**config.mk**
```make
export PLATFORM = sky130hd
export DESIGN_NAME = iommu_reg_to_axi_lite
export DESIGN_NICKNAME = d
export VERILOG_FILES = /design/src/rtl/iommu_reg_to_axi_lite.sv
export SDC_FILE = /design/constraint.sdc
export NUM_CORES = 1
export LEC_CHECK = 0
export ABC_AREA = 1
export CAP_MARGIN = 10
export CORE_AREA = 2 2 193 195
export CTS_CLUSTER_DIAMETER = 40
export DETAILED_ROUTE_END_ITERATION = 8
export DIE_AREA = 0 0 195 197
export SLEW_MARGIN = 10
export SYNTH_ARGS = -nofsm -noshare
export SYNTH_HDL_FRONTEND = slang
export SYNTH_SLANG_ARGS = --single-unit
```
**constraint.sdc**
```tcl
create_clock -name clk_i -period 2.2 [get_ports clk_i]
set_input_delay 0.44 -clock clk_i [delete_from_list [all_inputs] [get_ports clk_i]]
set_output_delay 0.44 -clock clk_i [all_outputs]
set_load 0.01 [all_outputs]
```
**src/rtl/iommu_reg_to_axi_lite.sv**
```systemverilog
// RegIF initiator -> AXI4-Lite manager bridge.
// One transaction in flight; a response timeout answers the initiator with an
// error and then drains whatever the AXI side still owes before going idle.

package iommu_reg_to_axi_lite_pkg;
  localparam int unsigned AW = 64;
  localparam int unsigned DW = 64;
  localparam int unsigned SW = DW / 8;

  typedef struct packed {
    logic [AW-1:0] addr;
    logic [2:0]    prot;
  } axi_ax_t;

  typedef struct packed {
    logic [DW-1:0] data;
    logic [SW-1:0] strb;
  } axi_w_t;

  typedef struct packed {
    logic [1:0] resp;
  } axi_b_t;

  typedef struct packed {
    logic [DW-1:0] data;
    logic [1:0]    resp;
  } axi_r_t;

  typedef struct packed {
    axi_ax_t aw;
    logic    aw_valid;
    axi_w_t  w;
    logic    w_valid;
    logic    b_ready;
    axi_ax_t ar;
    logic    ar_valid;
    logic    r_ready;
  } axi_lite_req_t;

  typedef struct packed {
    logic   aw_ready;
    logic   w_ready;
    axi_b_t b;
    logic   b_valid;
    logic   ar_ready;
    axi_r_t r;
    logic   r_valid;
  } axi_lite_rsp_t;

  typedef struct packed {
    logic [AW-1:0] addr;
    logic          write;
    logic [DW-1:0] wdata;
    logic [SW-1:0] wstrb;
    logic          valid;
  } reg_req_t;

  typedef struct packed {
    logic [DW-1:0] rdata;
    logic          error;
    logic          ready;
  } reg_rsp_t;
endpackage

module iommu_reg_to_axi_lite #(
  parameter int unsigned ADDR_WIDTH     = 64,
  parameter int unsigned DATA_WIDTH     = 64,
  parameter int unsigned TIMEOUT_CYCLES = 1024,
  parameter type axi_lite_req_t = iommu_reg_to_axi_lite_pkg::axi_lite_req_t,
  parameter type axi_lite_rsp_t = iommu_reg_to_axi_lite_pkg::axi_lite_rsp_t,
  parameter type reg_req_t      = iommu_reg_to_axi_lite_pkg::reg_req_t,
  parameter type reg_rsp_t      = iommu_reg_to_axi_lite_pkg::reg_rsp_t
) (
  input  logic          clk_i,
  input  logic          rst_ni,
  input  reg_req_t      reg_req_i,
  output reg_rsp_t      reg_rsp_o,
  output axi_lite_req_t axi_lite_req_o,
  input  axi_lite_rsp_t axi_lite_rsp_i,
  output logic          busy_o
);

  localparam int unsigned STRB_WIDTH = DATA_WIDTH / 8;
  localparam int unsigned CNT_W      = (TIMEOUT_CYCLES > 1) ? $clog2(TIMEOUT_CYCLES) : 1;
  localparam logic [CNT_W-1:0] TO_LAST =
    CNT_W'((TIMEOUT_CYCLES > 0) ? TIMEOUT_CYCLES - 1 : 0);
  localparam logic [1:0] RESP_OKAY = 2'b00;

  typedef enum logic [2:0] {
    IDLE, WR_REQ, WR_RESP, RD_REQ, RD_RESP, RESP, DRAIN
  } state_t;

  state_t           state;
  logic [CNT_W-1:0] cnt;
  logic             is_wr;
  logic             rsp_pend;  // AXI response still owed after a timeout
  logic             drain_q;   // leave RESP through DRAIN

  logic aw_hs, w_hs, ar_hs, b_hs, r_hs;
  logic aw_left, w_left, ar_left;
  logic tmo, rsp_done;

  assign aw_hs   = axi_lite_req_o.aw_valid & axi_lite_rsp_i.aw_ready;
  assign w_hs    = axi_lite_req_o.w_valid  & axi_lite_rsp_i.w_ready;
  assign ar_hs   = axi_lite_req_o.ar_valid & axi_lite_rsp_i.ar_ready;
  assign b_hs    = axi_lite_req_o.b_ready  & axi_lite_rsp_i.b_valid;
  assign r_hs    = axi_lite_req_o.r_ready  & axi_lite_rsp_i.r_valid;
  // request channels still not accepted after this edge
  assign aw_left = axi_lite_req_o.aw_valid & ~axi_lite_rsp_i.aw_ready;
  assign w_left  = axi_lite_req_o.w_valid  & ~axi_lite_rsp_i.w_ready;
  assign ar_left = axi_lite_req_o.ar_valid & ~axi_lite_rsp_i.ar_ready;

  assign tmo      = (TIMEOUT_CYCLES != 0) && (cnt == TO_LAST);
  // a response landing on the expiry cycle wins over the timeout
  assign rsp_done = ((state == WR_RESP) && b_hs) || ((state == RD_RESP) && r_hs);

  // Transaction FSM; every output is a register written here.
  always_ff @(posedge clk_i or negedge rst_ni) begin
    if (!rst_ni) begin
      state          <= IDLE;
      cnt            <= '0;
      is_wr          <= 1'b0;
      rsp_pend       <= 1'b0;
      drain_q        <= 1'b0;
      axi_lite_req_o <= '0;
      reg_rsp_o      <= '0;
      busy_o         <= 1'b0;
    end else begin
      // each request channel drops only on its own handshake, in any state
      if (aw_hs) axi_lite_req_o.aw_valid <= 1'b0;
      if (w_hs)  axi_lite_req_o.w_valid  <= 1'b0;
      if (ar_hs) axi_lite_req_o.ar_valid <= 1'b0;

      case (state)
        IDLE: begin
          if (reg_req_i.valid) begin
            cnt                   <= '0;
            is_wr                 <= reg_req_i.write;
            busy_o                <= 1'b1;
            axi_lite_req_o.aw.addr <= ADDR_WIDTH'(reg_req_i.addr);
            axi_lite_req_o.ar.addr <= ADDR_WIDTH'(reg_req_i.addr);
            axi_lite_req_o.w.data  <= DATA_WIDTH'(reg_req_i.wdata);
            axi_lite_req_o.w.strb  <= STRB_WIDTH'(reg_req_i.wstrb);
            if (reg_req_i.write) begin
              axi_lite_req_o.aw_valid <= 1'b1;
              axi_lite_req_o.w_valid  <= 1'b1;
              state                   <= WR_REQ;
            end else begin
              axi_lite_req_o.ar_valid <= 1'b1;
              state                   <= RD_REQ;
            end
          end
        end

        WR_REQ, WR_RESP, RD_REQ, RD_RESP: begin
          if (rsp_done) begin
            reg_rsp_o.ready        <= 1'b1;
            reg_rsp_o.error        <= is_wr ? (axi_lite_rsp_i.b.resp != RESP_OKAY)
                                            : (axi_lite_rsp_i.r.resp != RESP_OKAY);
            reg_rsp_o.rdata        <= is_wr ? '0 : axi_lite_rsp_i.r.data;
            axi_lite_req_o.b_ready <= 1'b0;
            axi_lite_req_o.r_ready <= 1'b0;
            drain_q                <= 1'b0;
            state                  <= RESP;
          end else if (tmo) begin
            // answer now, remember the AXI side still owes us a response
            reg_rsp_o.ready <= 1'b1;
            reg_rsp_o.error <= 1'b1;
            reg_rsp_o.rdata <= '0;
            rsp_pend        <= 1'b1;
            drain_q         <= 1'b1;
            state           <= RESP;
          end else begin
            cnt <= cnt + 1'b1;
            if ((state == WR_REQ) && !aw_left && !w_left) begin
              axi_lite_req_o.b_ready <= 1'b1;
              state                  <= WR_RESP;
            end
            if ((state == RD_REQ) && ar_hs) begin
              axi_lite_req_o.r_ready <= 1'b1;
              state                  <= RD_RESP;
            end
          end
        end

        RESP: begin
          reg_rsp_o.ready <= 1'b0;
          if (b_hs) begin axi_lite_req_o.b_ready <= 1'b0; rsp_pend <= 1'b0; end
          if (r_hs) begin axi_lite_req_o.r_ready <= 1'b0; rsp_pend <= 1'b0; end
          if (drain_q) begin
            state <= DRAIN;
          end else begin
            state  <= IDLE;
            busy_o <= 1'b0;
          end
        end

        DRAIN: begin
          if (b_hs) begin axi_lite_req_o.b_ready <= 1'b0; rsp_pend <= 1'b0; end
          if (r_hs) begin axi_lite_req_o.r_ready <= 1'b0; rsp_pend <= 1'b0; end
          // open the response channel once its request side has gone through
          if (rsp_pend && is_wr && !aw_left && !w_left && !axi_lite_req_o.b_ready)
            axi_lite_req_o.b_ready <= 1'b1;
          if (rsp_pend && !is_wr && !ar_left && !axi_lite_req_o.r_ready)
            axi_lite_req_o.r_ready <= 1'b1;
          if (!aw_left && !w_left && !ar_left && (!rsp_pend || b_hs || r_hs)) begin
            drain_q <= 1'b0;
            state   <= IDLE;
            busy_o  <= 1'b0;
          end
        end

        default: begin
          state  <= IDLE;
          busy_o <= 1'b0;
        end
      endcase
    end
  end

endmodule
```
==> results of run 1 <==
-- state kept, by name, summed over array words and instances (netlist names) --
name / cells
rsp_pend: 1
drain_q: 1
reg_rsp_o: 66
busy_o: 1
state: 3
is_wr: 1
cnt: 10
axi_lite_req_o: 141
-- layer usage --
metal / track usage / vias up / wire length, um
met5: 0 / - / 0
met4: 0.05598 / 0 / 743
met3: 0.06057 / 58 / 3087
met2: 0.2918 / 364 / 16400
met1: 0.2076 / 4195 / 13670
li1: - / 4371 / -
-- power breakdown --
group          internal, uW  total [uW]  switching, uW
sequential             6040        7490           1450
combinational          5660       10900           5230
clock                  4170        6360           2190
total                 15900       24700           8870
-- final cells by class --
| class | instances | area, um2 |
|---|---|---|
| Clock buffer | 49 | 1096 |
| Sequential cell | 224 | 5605 |
| Fill cell | 3572 | 20090 |
| Antenna cell | 2 | 5.005 |
| Multi-Input combinational cell | 781 | 3233 |
| Timing Repair Buffer | 514 | 5215 |
| Clock inverter | 25 | 301.5 |
| Tap cell | 468 | 585.6 |
| Inverter | 32 | 125.1 |
-- worst register-to-register path, delay by kind of cell, from the launching register on --
kind	cells	cell delay (ns)
flip-flops	1	0.41
adder cells (fa/ha/maj)	1	0.26
buffers and inverters	4	0.41
AND/OR/NAND/NOR	6	0.71
-- logic make-up (layout without fill, tap and decap cells) --
kind of cell,after synthesis,after routing,share of synthesized area
buffers and inverters,153,620,0.09615
AOI/OAI and AO/OA,23,23,0.01617
and+or+nand+nor,748,748,0.3082
other,1,8,0.0003847
DFF,224,224,0.5751
adders and majority gates,1,1,0.001283
xor gates and xnor gates,3,3,0.002696
-- path summary, 6_finish.rpt --
path	startpoint	cells past startpoint	slack, ns	end
min in group asynchronous	rst_ni	2	0.47	reg_rsp_o[21]
hold / removal	reg_req_i[126]	3	0.45	axi_lite_req_o[199]
max in group asynchronous	rst_ni	3	1.05	axi_lite_req_o[155]
setup / recovery	axi_lite_req_o[150]	1	0.15	axi_lite_req_o[150]
hold reg to reg	reg_rsp_o[35]	2	0.47	reg_rsp_o[35]
setup reg to reg	cnt[0]	11	0.29	reg_rsp_o[37]
-- per-stage QoR --
stage / instance area, um2 / total power (uW) / hold WS [ns] / cells / setup slack (ns)
after floorplan: 9766 / 12510 / 0.1444 / 1158 / 0.6022
after global placement: 14750 / 18370 / 0.4196 / 2018 / 0.2487
after detailed placement: 14750 / 18480 / 0.4259 / 2018 / 0.2073
after CTS: 16160 / 25070 / 0.4150 / 2093 / 0.09305
after global routing: 16170 / 26350 / 0.4373 / 2095 / 0.05353
final: 16170 / 24730 / 0.4508 / 2095 / 0.1523
-- what timing repair did --
action / in CTS / in global routing
setup endpoints to repair: 0 / 0
endpoints found under the hold margin: 49 / 0
hold buffers: 1 / 0
-- synth_stat cells --
cell type	n
nand2_1	613
xor2_1	3
nor2_2	4
nand2_2	2
nand2_4	1
buf_4	70
or2_2	3
o21ai_0	9
clkinv_1	1
o21ai_2	8
clkbuf_1	8
o21bai_1	2
inv_2	1
nor2_4	3
inv_1	29
o22a_1	1
nand3_1	93
ha_1	1
nor2_1	21
inv_4	1
nand3_2	2
a21oi_1	2
buf_6	7
a31o_2	1
buf_2	36
dfrtp_1	224
conb_1	1
nand4_1	6
==> flow_summary_export.csv, run 1 <==
group,metric,value,unit
outcome,status,"finished clean",
clocking,cts_resized,0,
grt,grt_max_degree,87,
timing,worst_pin_slew,0.5124,ns
timing,period_share,0.9308,
grt,antenna_found_initial,2,
grt,overflow,0,
logic_synthesis,ys_types,28,
floorplan,start_util,0.2688,
logic_synthesis,syn-instance-count,1153,
clocking,path_clk_slew,0.05,ns
cells_and_area,syn_to_final_growth,65.87,%
timing,setup_viol,0,
timing,finalHoldViolCount,0,
logic_synthesis,synth_area,9747,um2
cells_and_area,final_cell_mix,"nand2_1, clkdlybuf4s50_1, dfrtp_1",
placed_design,place.gp.congestion,0.8463,
worst_setup_path,cp_cell_sequence,"clkdlybuf4s50_1",
timing,setup_tns,0,ns
logic_synthesis,synth_top_area_share,0.5751,
detailed_routing,viasPerCell,4.290,
grt,grtUsageTotal,0.1733,
run,drv_cap,0,
clocking,cts_buffers,40,
logic_synthesis,synth_seq_area_share,0.5751,
logic_synthesis,synth.avg_cell_area,8.453,um2
worst_setup_path,crit_path_max_incr_delay,0.60,ns
detailed_routing,wirelength,33900,um
worst_setup_path,cp_data_arrival_time,1.61,ns
detailed_routing,first_pass_iters,5,
timing,rsz0062_at_grt,"false",
timing,relSlewSlack,0.6584,
floorplan,ioPinCount,491,
worst_setup_path,cp_top_family,"buffers and inverters",
clocking,cts_setup_buffers,0,
power_and_ir_drop,power.density,1530,nW/um2
timing,max_freq,488.4,MHz
cells_and_area,final_common_cell,"nand2_1",
detailed_routing,routedWlPerCell,16.18,um
floorplan,die_area,38420,um2
worst_setup_path,critical_path_class,"flop to output port",
clocking,htreeDepth,2,
placed_design,io_buffers,484,
logic_synthesis,ys_seq_elements,224,
timing,finClkSkew,0.01686,ns
clocking,cts_tree,"yes",
floorplan,die_y,197,um
detailed_routing,ant_nets,0,
grt,grt_pass1_wl,52940,um
clocking,cts_root_buf,"clkbuf_16",
detailed_routing,vias,8988,
floorplan,fp.dieW,195,um
power_and_ir_drop,leakagePower,0.007829,uW
detailed_routing,first_iter_violations,375,
worst_setup_path,worstSetupStartpointType,"flop",
power_and_ir_drop,ir_drop,0.0007312,V
worst_setup_path,cp.required,1.76,ns
cells_and_area,drive_gt1_frac,0.08000,
logic_synthesis,ys_warn_count,6,
worst_setup_path,path_max_fanout,3,
worst_setup_path,end_kind,"output port",
placed_design,post-dp-hpwl,24650,um
logic_synthesis,yosysTopAreaCell,"dfrtp_1",
floorplan,core_area,36260,um2
cells_and_area,nNetsFinal,1807,
logic_synthesis,synthTopCellsByArea,"dfrtp_1, nand2_1, buf_4, nand3_1, buf_2",
worst_setup_path,worst-path-buf-inv,1,
grt,grt_pass1_vias,9490,
timing,slew_viol_final,0,
worst_setup_path,crit_path_top_delay_cell,"clkdlybuf4s50_1",
clocking,clkLatencyLatePin,0.52,ns
timing,min_period,2.048,ns
detailed_routing,drcViolationCount,0,
cells_and_area,final_core_util,0.4459,
clocking,clock_sinks,224,
floorplan,rows,70,
clocking,cts_buffer_depth,3,
min_path,min_path_type,"input port to flop",
(Power assumes the default switching activity.)
==> run 2: changes to the inputs <==
CTS_CLUSTER_DIAMETER = 120   (was 40)
GPL_TIMING_DRIVEN = 0   (was unset)
==> flow_summary_export.csv, run 2 (synthesis gave the netlist of run 1 again) <==
group,metric,value,unit
clocking,cts_root_buf,"clkbuf_16",
detailed_routing,routedWlPerCell,16.63,um
power_and_ir_drop,power.density,1464,nW/um2
timing,period_share,0.9847,
worst_setup_path,worstSetupStartpoint,"axi_lite_req_o[172]",
timing,rsz0062_at_grt,"false",
cells_and_area,reg_top3,"axi_lite_req_o: 141 flops, reg_rsp_o: 66 flops, cnt: 10 flops",
power_and_ir_drop,ir_drop,0.0008223,V
cells_and_area,fillers,3575,
timing,slew_viol_final,0,
floorplan,die_y,197,um
cells_and_area,nNetsFinal,1888,
timing,relSlewSlack,0.5969,
cells_and_area,final_cell_mix,"nand2_1, clkdlybuf4s50_1, dfrtp_1",
grt,grtUsageTotal,0.1838,
timing,finalHoldViolCount,0,
placed_design,place_inst,2112,
cells_and_area,multiInputGateArea,3223,um2
worst_setup_path,worstReg2RegStart,"is_wr",
timing,max_freq,461.6,MHz
min_path,min_path_type,"input port to async pin",
cells_and_area,finalNonFillerCells,2159,
worst_setup_path,rrSetupSlack,0.27,ns
placed_design,post-dp-hpwl,27340,um
floorplan,core_area,36260,um2
clocking,clkLatencyLatePin,0.54,ns
detailed_routing,vias,9242,
timing,setup_viol,0,
placed_design,io_buffers,484,
floorplan,fp.dieW,195,um
cells_and_area,syn_to_final_growth,65.60,%
detailed_routing,drcViolationCount,0,
worst_setup_path,end_kind,"output port",
outcome,status,"finished clean",
timing,timing.hold.ws,0.3646,ns
detailed_routing,first_pass_iters,5,
cells_and_area,largest_reg_flops,141,
worst_setup_path,cp.required,1.76,ns
clocking,cts_buffer_depth,3,
grt,grt_max_degree,103,
grt,overflow,0,
cells_and_area,largest-register,"axi_lite_req_o",
clocking,htreeDepth,1,
grt,antenna_found_initial,1,
floorplan,rows,70,
grt,grt_pass1_vias,9575,
worst_setup_path,cp_data_arrival_time,1.73,ns
floorplan,ioPinCount,491,
floorplan,die_area,38420,um2
worst_setup_path,critical_path_class,"flop to output port",
detailed_routing,ant_nets,0,
clocking,clock_sinks,224,
clocking,path_clk_slew,0.06,ns
worst_setup_path,worstSetupStartpointType,"flop",
power_and_ir_drop,leakagePower,0.007977,uW
cells_and_area,fin_area,16140,um2
cells_and_area,drive_gt1_frac,0.1094,
placed_design,place_area,15260,um2
worst_setup_path,r2r_cells,5,
detailed_routing,wirelength,35910,um
grt,grt_pass1_wl,55370,um
placed_design,place.gp.congestion,0.8624,
worst_setup_path,rr_endpoint,"reg_rsp_o[16]",
detailed_routing,viasPerCell,4.281,
cells_and_area,regArea,5605,um2
timing,min_period,2.166,ns
run,drv_cap,0,
cells_and_area,final_common_cell,"nand2_1",
clocking,cts_tree,"yes",
timing,worst_pin_slew,0.6047,ns
floorplan,start_util,0.2688,
clocking,cts_buffers,27,
detailed_routing,first_iter_violations,333,
timing,finClkSkew,0.01311,ns
worst_setup_path,path_max_fanout,3,
cells_and_area,insertedDiodeCount,0,
run 2: worst max-delay path by stage:
| stage | depth (start not counted) | endpoint |
|---|---|---|
| 6_report | 2 | axi_lite_req_o[172] |
| 5_1_grt | 2 | axi_lite_req_o[172] |
| 4_1_cts | 2 | axi_lite_req_o[172] |
| 3_5_place_dp | 8 | reg_rsp_o[16] |
| 3_3_place_gp | 1 | axi_lite_req_o[106] |
| 2_1_floorplan | 11 | reg_rsp_o[50] |
run 2: what timing repair did:
action                     in CTS  in global routing
buffers inserted                0                  0
setup endpoints to repair       0                  3
gates resized for setup         0                  1
hold endpoints to repair       30                  0
hold buffers                    1                  0
run 2: stage by stage:
| stage | setup WS (ns) | TNS, ns | power [uW] | util |
|---|---|---|---|---|
| after floorplan | 0.6022 | 0 | 12510 | - |
| after global routing | 0.01015 | 0 | 25280 | 0.4451 |
| final | 0.03375 | 0 | 23630 | 0.4451 |
| after detailed placement | -0.1853 | -5.338 | 19350 | 0.4207 |
| after global placement | -9.368 | -2095.51 | 19260 | 0.4191 |
| after CTS | 0.02969 | 0 | 23990 | 0.4451 |
run 2: layout make-up:
class / count / area share
sequential: 224 / 0.3473
timing repair buffer: 487 / 0.3045
multi-input combinational: 781 / 0.1997
buffer: 121 / 0.05062
clock buffer: 35 / 0.04682
tap: 468 / 0.03628
inverter: 32 / 0.007597
clock inverter: 11 / 0.007209
run 2: where the power goes:
part	switching, uW	internal (uW)
Clock	1790	2630
Sequential	1430	6030
Combinational	5490	6260
Total	8710	14900
run 2: worst max-delay path: stages (launching register included):
cell	delay, ns
dfrtp_1	0.51
buf_4	0.16
clkdlybuf4s50_1	0.52
run 2: per-layer routing:
metal  routed length [um]  share of wire  GRT usage
met4                  753          0.021    0.03704
met2                17850           0.50     0.3298
met1                14160           0.39     0.2139
met5                   13        0.00036          0
met3                 3132          0.087    0.06126
==> run 3: changes to the inputs <==
CORE_AREA = 2 2 191 193   (was 2 2 193 195)
CTS_BUF_LIST = sky130_fd_sc_hd__clkbuf_4   (was unset)
DIE_AREA = 0 0 193 195   (was 0 0 195 197)
==> flow_summary_export.csv, run 3 (synthesis gave the netlist of run 1 again) <==
group,metric,value,unit
worst_setup_path,crit_path_max_incr_delay,0.58,ns
clocking,cts_tree,"yes",
cells_and_area,nNetsFinal,1941,
timing,period_share,0.9639,
timing,finClkSkew,0.03318,ns
detailed_routing,vias,9509,
detailed_routing,viasPerCell,4.256,
worst_setup_path,cp_cell_sequence,"clkdlybuf4s50_1",
cells_and_area,largest-register,"axi_lite_req_o",
cells_and_area,fillers,3530,
worst_setup_path,cp.required,1.76,ns
cells_and_area,drive_gt1_frac,0.1507,
detailed_routing,ant_nets,0,
clocking,cts_buffer_depth,3,
cells_and_area,regArea,5614,um2
placed_design,post-dp-hpwl,27130,um
run,drv_cap,0,
detailed_routing,first_pass_iters,4,
detailed_routing,first_iter_violations,364,
grt,grt_pass1_wl,54720,um
power_and_ir_drop,leakagePower,0.008404,uW
timing,max_freq,471.6,MHz
worst_setup_path,worstReg2RegStart,"cnt[0]",
detailed_routing,drcViolationCount,0,
timing,setup_tns,0,ns
detailed_routing,wirelength,36180,um
cells_and_area,largest_reg_flops,141,
cells_and_area,syn_to_final_growth,66.06,%
cells_and_area,final_core_util,0.4573,
grt,grt_max_degree,95,
worst_setup_path,cp_data_arrival_time,1.68,ns
timing,setup_viol,0,
power_and_ir_drop,power.density,1427,nW/um2
timing,relSlewSlack,0.5817,
worst_setup_path,worst-path-buf-inv,1,
timing,min_period,2.121,ns
placed_design,io_buffers,484,
worst_setup_path,critical_path_class,"flop to output port",
worst_setup_path,worstSetupStartpoint,"axi_lite_req_o[161]",
timing,worst_pin_slew,0.6274,ns
placed_design,place.gp.congestion,0.8670,
cells_and_area,final_common_cell,"nand2_1",
floorplan,ioPinCount,491,
outcome,status,"finished clean",
timing,slew_viol_final,0,
clocking,clkLatencyLatePin,0.66,ns
clocking,htreeDepth,3,
cells_and_area,finalNonFillerCells,2234,
grt,overflow,0,
placed_design,place_inst,2105,
floorplan,die_area,37640,um2
cells_and_area,final_cell_mix,"nand2_1, clkdlybuf4s50_1, dfrtp_1",
grt,antenna_found_initial,2,
worst_setup_path,path_max_fanout,3,
power_and_ir_drop,ir_drop,0.0007531,V
worst_setup_path,crit_path_top_delay_cell,"clkdlybuf4s50_1",
cells_and_area,multiInputGateArea,3223,um2
clocking,cts_root_buf,"clkbuf_4",
floorplan,core_area,35400,um2
clocking,path_clk_slew,0.07,ns
timing,finalHoldViolCount,0,
timing,setup_ws,0.07937,ns
detailed_routing,routedWlPerCell,16.20,um
floorplan,rows,69,
cells_and_area,reg_top3,"axi_lite_req_o: 141 flops, reg_rsp_o: 66 flops, cnt: 10 flops",
worst_setup_path,cp_top_family,"buffers and inverters",
clocking,clock_sinks,224,
worst_setup_path,end_kind,"output port",
floorplan,start_util,0.2754,
clocking,cts_buffers,67,
floorplan,fp.dieW,193,um
grt,grt_pass1_vias,9758,
worst_setup_path,worstSetupStartpointType,"flop",
min_path,min_path_type,"input port to async pin",
placed_design,dp_slack,-0.1227,ns
floorplan,die_y,195,um
grt,grtUsageTotal,0.1882,
## run 3: cell count changes in the layout (fill, tap and decap cells not counted), moves of 4 or more
cell	previous run	this run
dlymetal6s2s_1	0	14
buf_4	70	85
dlygate4sd2_1	0	45
dfrtp_2	0	7
clkbuf_4	1	97
clkbuf_8	5	0
dfrtp_1	224	217
clkinv_2	5	1
clkdlybuf4s50_1	483	422
clkinv_1	1	12
clkbuf_16	27	0
## run 3: cell type report
class,count,share of cell area
flip-flops and latches,224,0.3469
clock inverters,17,0.007267
plain buffers,121,0.05032
clock buffers,97,0.04499
multi-input cells,781,0.1991
diodes,1,0.0001546
well taps,461,0.03564
repair buffers,500,0.3081
inverters,32,0.007576
## run 3: through the flow
step / hold WS [ns] / instance area [um2] / power [uW]
finish: 0.2662 / 16190 / 23100
global route: 0.2376 / 16190 / 24850
CTS: 0.1916 / 16100 / 23420
detailed placement: 0.3546 / 15250 / 19300
global placement: 0.4531 / 15190 / 19200
floorplan: 0.1444 / 9766 / 12510
## run 3: worst reg2reg max path, delay by kind of cell (launching register included)
family	cells	cell delay, ns
buf+inv	4	0.44
fa+ha+maj	1	0.26
flops	1	0.42
simple gates	6	0.73
## run 3: per-layer routing
metal  part of all wire  track usage  vias up
li1                   -            -     4667
met2               0.50       0.3271      349
met1               0.39       0.2162     4453
met4              0.012      0.04377        2
met5           0.000083            0        -
met3              0.094      0.07423       38
## run 3: path summary, 6_finish.rpt
check | depth (start not counted) | end | slack [ns]
max reg2reg | 11 | reg_rsp_o[56] | 0.23
min reg2reg | 2 | reg_rsp_o[44] | 0.47
min in group clk_i | 3 | axi_lite_req_o[108] | 0.31
min | 2 | rsp_pend | 0.27
max in group asynchronous | 3 | axi_lite_req_o[78] | 1.09
max | 1 | axi_lite_req_o[19] | 0.08
## run 3: where the power goes
group          total, uW  internal (uW)  switching (uW)
logic              11500           6070            5430
registers           7520           6040            1480
clock network       4070           2250            1830
## run 3: what timing repair did
| action | CTS | global route |
|---|---|---|
| buffers inserted | 7 | 6 |
| hold buffers | 1 | 0 |
| endpoints found under the hold margin | 39 | 0 |
| setup endpoints to repair | 52 | 18 |
| gates resized for setup | 52 | 16 |
==> edit 1 (flow settings as in run 3) <==
Encoding of `state_t`: now one-hot (7 bits for 7 states).
--- a/src/rtl/iommu_reg_to_axi_lite.sv
+++ b/src/rtl/iommu_reg_to_axi_lite.sv
@@ -88,4 +88,4 @@
 
-  typedef enum logic [2:0] {
-    IDLE, WR_REQ, WR_RESP, RD_REQ, RD_RESP, RESP, DRAIN
+  typedef enum logic [6:0] {
+    IDLE = 7'b0000001, WR_REQ = 7'b0000010, WR_RESP = 7'b0000100, RD_REQ = 7'b0001000, RD_RESP = 7'b0010000, RESP = 7'b0100000, DRAIN = 7'b1000000
   } state_t;
Check against the original RTL: same outputs for any inputs over 4 cycles, from zero or initial values and one cycle with rst_ni low; so few cycles prove little.
==> edit 1 against run 3 <==
  * Synthesized area grew 2.5%
  * Non-clock buffer count rose by 3
  * Count of clock-buffer cells in the layout rose by 2
  * Setup slack improved by 0.013 ns
  * Combinational power shrank 18%
  * Cell area increased by 1.7%
  * Clock power about the same
  * Power shrank 12%
  * Sequential cell count grew 4
  * Wire length decreased by 3.5%
  * Via count grew 0.72%
  * Largest power group unchanged
==> edit 1: results (changes against run 3) <==
metric	value	unit	change
DR iter-0 viols	347		-4.7%
post-place instance area	15500	sq um	+1.6%
nets	1977		+1.9%
post-synthesis sequential area ratio	0.571		-0.00390
Compound-Gate Fraction of Synth Area	0.00852		-0.00766
via count	9577		+0.72%
largest net degree at the start of global routing	102		+7.4%
gpl congestion	0.821		-5.4%
Placed Cells	2138		+1.6%
mux cell area share after synthesis	0		unchanged
post-synth cell types	32		+14%
All-Layer GR Usage	0.183		-0.00489
worst setup path end	axi_lite_req_o[196]		
Adder-Cell Fraction of Synth Area	0.00125		-0.0000313
initial antenna violation count	2		unchanged
global-route wire length before repair	54000	um	-1.4%
worst reg2reg startpoint	cnt[0]		
PostCTS Resize Cnt	40		-23%
Synth Area in XOR/XNOR	0.00701		+0.00432
commonest cells in the netlist	nand2_1 (628), dfrtp_1 (227), nand3_1 (96)		
syn avg cell area	8.42	sq um	-0.35%
met3 usage	0.0609		-0.0133
Final min period	2.11	ns	-0.0131 ns
Reg clk slew, reported paths	0.06	ns	
top flop regs	axi_lite_req_o (141), reg_rsp_o (66), cnt (10)		
vias in the first global route	9885		+1.3%
metal3 WL	3120	um	-8.2%
Detail Placement HPWL	26100	um	-3.7%
WP data arrival	1.67	ns	
GR Layer Usage met1	0.216		about the same
Hold Slack	0.270	ns	+0.00335 ns
Pre-antenna DRT Iters	4		unchanged
Setup Slack @ Placement	0.000425	ns	+0.123 ns
clock skew	0.0321	ns	-0.00109 ns
share of cells above drive strength 1	0.143		-0.00774
Worst Tran Pin Value	0.660	ns	+0.0330 ns
R2R Path End	cnt[2]		
met2 usage in global routing	0.310		-0.0175
worst r2r path cells	12		+1
Num CTS Buffers	69		+3.0%
WL final	34900	um	-3.5%
non-filler instance count after layout	2274		+1.8%
WL met2	17000	um	-6.0%
Leak Pwr	8.62	nW	+2.5%
Worst setup startpoint	axi_lite_req_o[196]		
maximum VDD drop	0.746	mV	-1.0%
synth top area cells	dfrtp_1 (57%), nand2_1 (24%), buf_4 (6.5%), nand3_1 (4.8%), nor2_1 (1.2%)		
status	finished, final reports clean		
M1 WL	14000	um	-1.9%
register-to-register setup slack	0.18	ns	-0.05 ns
top layer in use	met4		
htree depth	3		unchanged
edit 1: layout make-up:
type	instances	area, sq um
clock inverter	21	108
multi-input combinational	805	3310
buffer	123	866
clock buffer	99	743
inverter	35	131
antenna	1	2.50
tap	461	577
fill	3513	18900
timing repair buffer	501	5010
sequential	228	5710
edit 1: worst min path at each step:
stage,from,endpoint,cells after the start
3_3_place_gp,reg_rsp_o[21],reg_rsp_o[21],2
6_report,rst_ni,reg_rsp_o[53],2
2_1_floorplan,rst_ni,axi_lite_req_o[0],0
5_1_grt,reg_req_i[82],axi_lite_req_o[155],3
3_5_place_dp,rst_ni,reg_rsp_o[65],1
4_1_cts,rst_ni,reg_rsp_o[6],2
edit 1: power by group:
part / switching [mW] / internal, mW / leakage, nW
registers: 1.07 / 5.62 / 2.95
clock network: 1.89 / 2.18 / 0.514
logic: 4.46 / 5.01 / 5.15
edit 1: critical path, stage by stage (launching register included):
cell	delay, ns
dfrtp_1	0.37
buf_4	0.11
clkdlybuf4s50_1	0.52
==> edit 2 (config.mk and constraints of run 3) <==
Made on the original files. Make the reset (`rst_ni`) synchronous in one clocked block.
--- a/src/rtl/iommu_reg_to_axi_lite.sv
+++ b/src/rtl/iommu_reg_to_axi_lite.sv
@@ -117,3 +117,3 @@
   // Transaction FSM; every output is a register written here.
-  always_ff @(posedge clk_i or negedge rst_ni) begin
+  always_ff @(posedge clk_i) begin
     if (!rst_ni) begin
Behaviour: differs if rst_ni is asserted again (counterexample within 4 cycles, from zero or initial values and one cycle with rst_ni low); with rst_ni held inactive, the same outputs for 4 cycles.
==> edit 2 against run 3 <==
  * Sequential cell count unchanged
  * Die area unchanged
  * Maximum frequency about the same
  * Setup slack improved by 0.0012 ns
  * Global-route usage increased by 0.19 points
  * Via count increased by 3.2%
  * Cell area decreased by 5.3%
  * Wire length increased by 3.6%
  * Register-to-register slack got worse by 0.02 ns
  * Synthesized area decreased by 6.6%
Power is not compared: it rests on default switching activity, and its combinational part moved more than twofold at a synthesized area within 25%.
==> edit 2: results (changes against run 3) <==
metric	value	unit	change
via count	9815		+3.2%
WL final	37500	um	+3.6%
Min-Delay Path Class	in2reg		
Diodes inserted	2		+1
synth top area cells	dfxtp_1 (49%), nand2_1 (16%), a21oi_1 (11%), buf_4 (5.9%), nand3_1 (5.2%)		
share of cells above drive strength 1	0.163		+0.0120
metal3 WL	3190	um	-6.1%
All-Layer GR Usage	0.190		+0.00192
Compound-Gate Fraction of Synth Area	0.136		+0.120
met2 usage in global routing	0.340		+0.0125
GR Layer Usage met1	0.214		-0.00251
DR iter-0 viols	426		+17%
Clk Latency, worst-skew pair	0.69	ns	+0.03 ns
commonest cells in the netlist	nand2_1 (390), dfxtp_1 (224), a21oi_1 (207)		
post-synth cell types	31		+11%
clock skew	0.0334	ns	+0.000212 ns
WL met2	19000	um	+4.8%
FFs w/ async S/R, synth	0		-1.00
fraction of area in registers	0.298		-0.0489
gpl congestion	0.903		+4.1%
Adder-Cell Fraction of Synth Area	0.00137		+0.0000903
largest net degree at the start of global routing	15		-84%
Seq Cell Count	224		unchanged
yosys warns	0		-6
syn avg cell area	7.65	sq um	-9.6%
post-synthesis sequential area ratio	0.492		-0.0827
register area	4570	sq um	-19%
Setup Slack @ Placement	-0.249	ns	-0.126 ns
Inverters excl. clock	35		+9.4%
Detail Placement HPWL	28900	um	+6.4%
area taken by multi-input logic gates	3590	sq um	+11%
Final Util	0.433		-0.0241
# fillers	3607		+2.2%
final-layout non-clock buffer area share	0.374		+0.0152
Max-slew headroom	0.406		-0.175
Synth Area in XOR/XNOR	0.00289		+0.000190
bufs w/o clock	632		+1.8%
status	finished, final reports clean		
htree depth	2		-1
WL/cell	16.7	um	+3.0%
Post-CTS Setup Inserts	0		-7
Placed Cells	2140		+1.7%
post-place instance area	14500	sq um	-4.7%
# port buffers	483		-0.21%
#MultiIn Comb	788		+0.90%
Num CTS Buffers	61		-9.0%
M1 WL	14600	um	+2.6%
edit 2: cell count changes after synthesis, moves of 4 or more:
cell and change:
dfrtp_1 -224, dfxtp_1 +224, nand2_1 -223, a21oi_1 +205, clkbuf_1 +33, nand2_2 +14, buf_2 -12, a21oi_2 +11
o21ai_2 -7, inv_1 +5, buf_1 +4
edit 2: repair_timing:
item                       in CTS  in global routing
setup endpoints to repair      65                 15
pin swaps                       0                  0
hold buffers                    0                  0
gates resized for setup        94                 16
edit 2: critical path, delay by kind of cell, from the launching register on:
kind	cells	cell delay [ns]
buffers and inverters	2	0.63
DFF	1	0.36
edit 2: path summary, 6_finish.rpt:
path	startpoint	endpoint	slack (ns)	depth (start not counted)
worst max register to register	cnt[0]	reg_rsp_o[55]	0.21	10
worst min-delay path	rst_ni	axi_lite_req_o[69]	0.15	3
worst min register to register	reg_rsp_o[39]	reg_rsp_o[39]	0.46	2
worst max-delay path	axi_lite_req_o[65]	axi_lite_req_o[207]	0.08	2
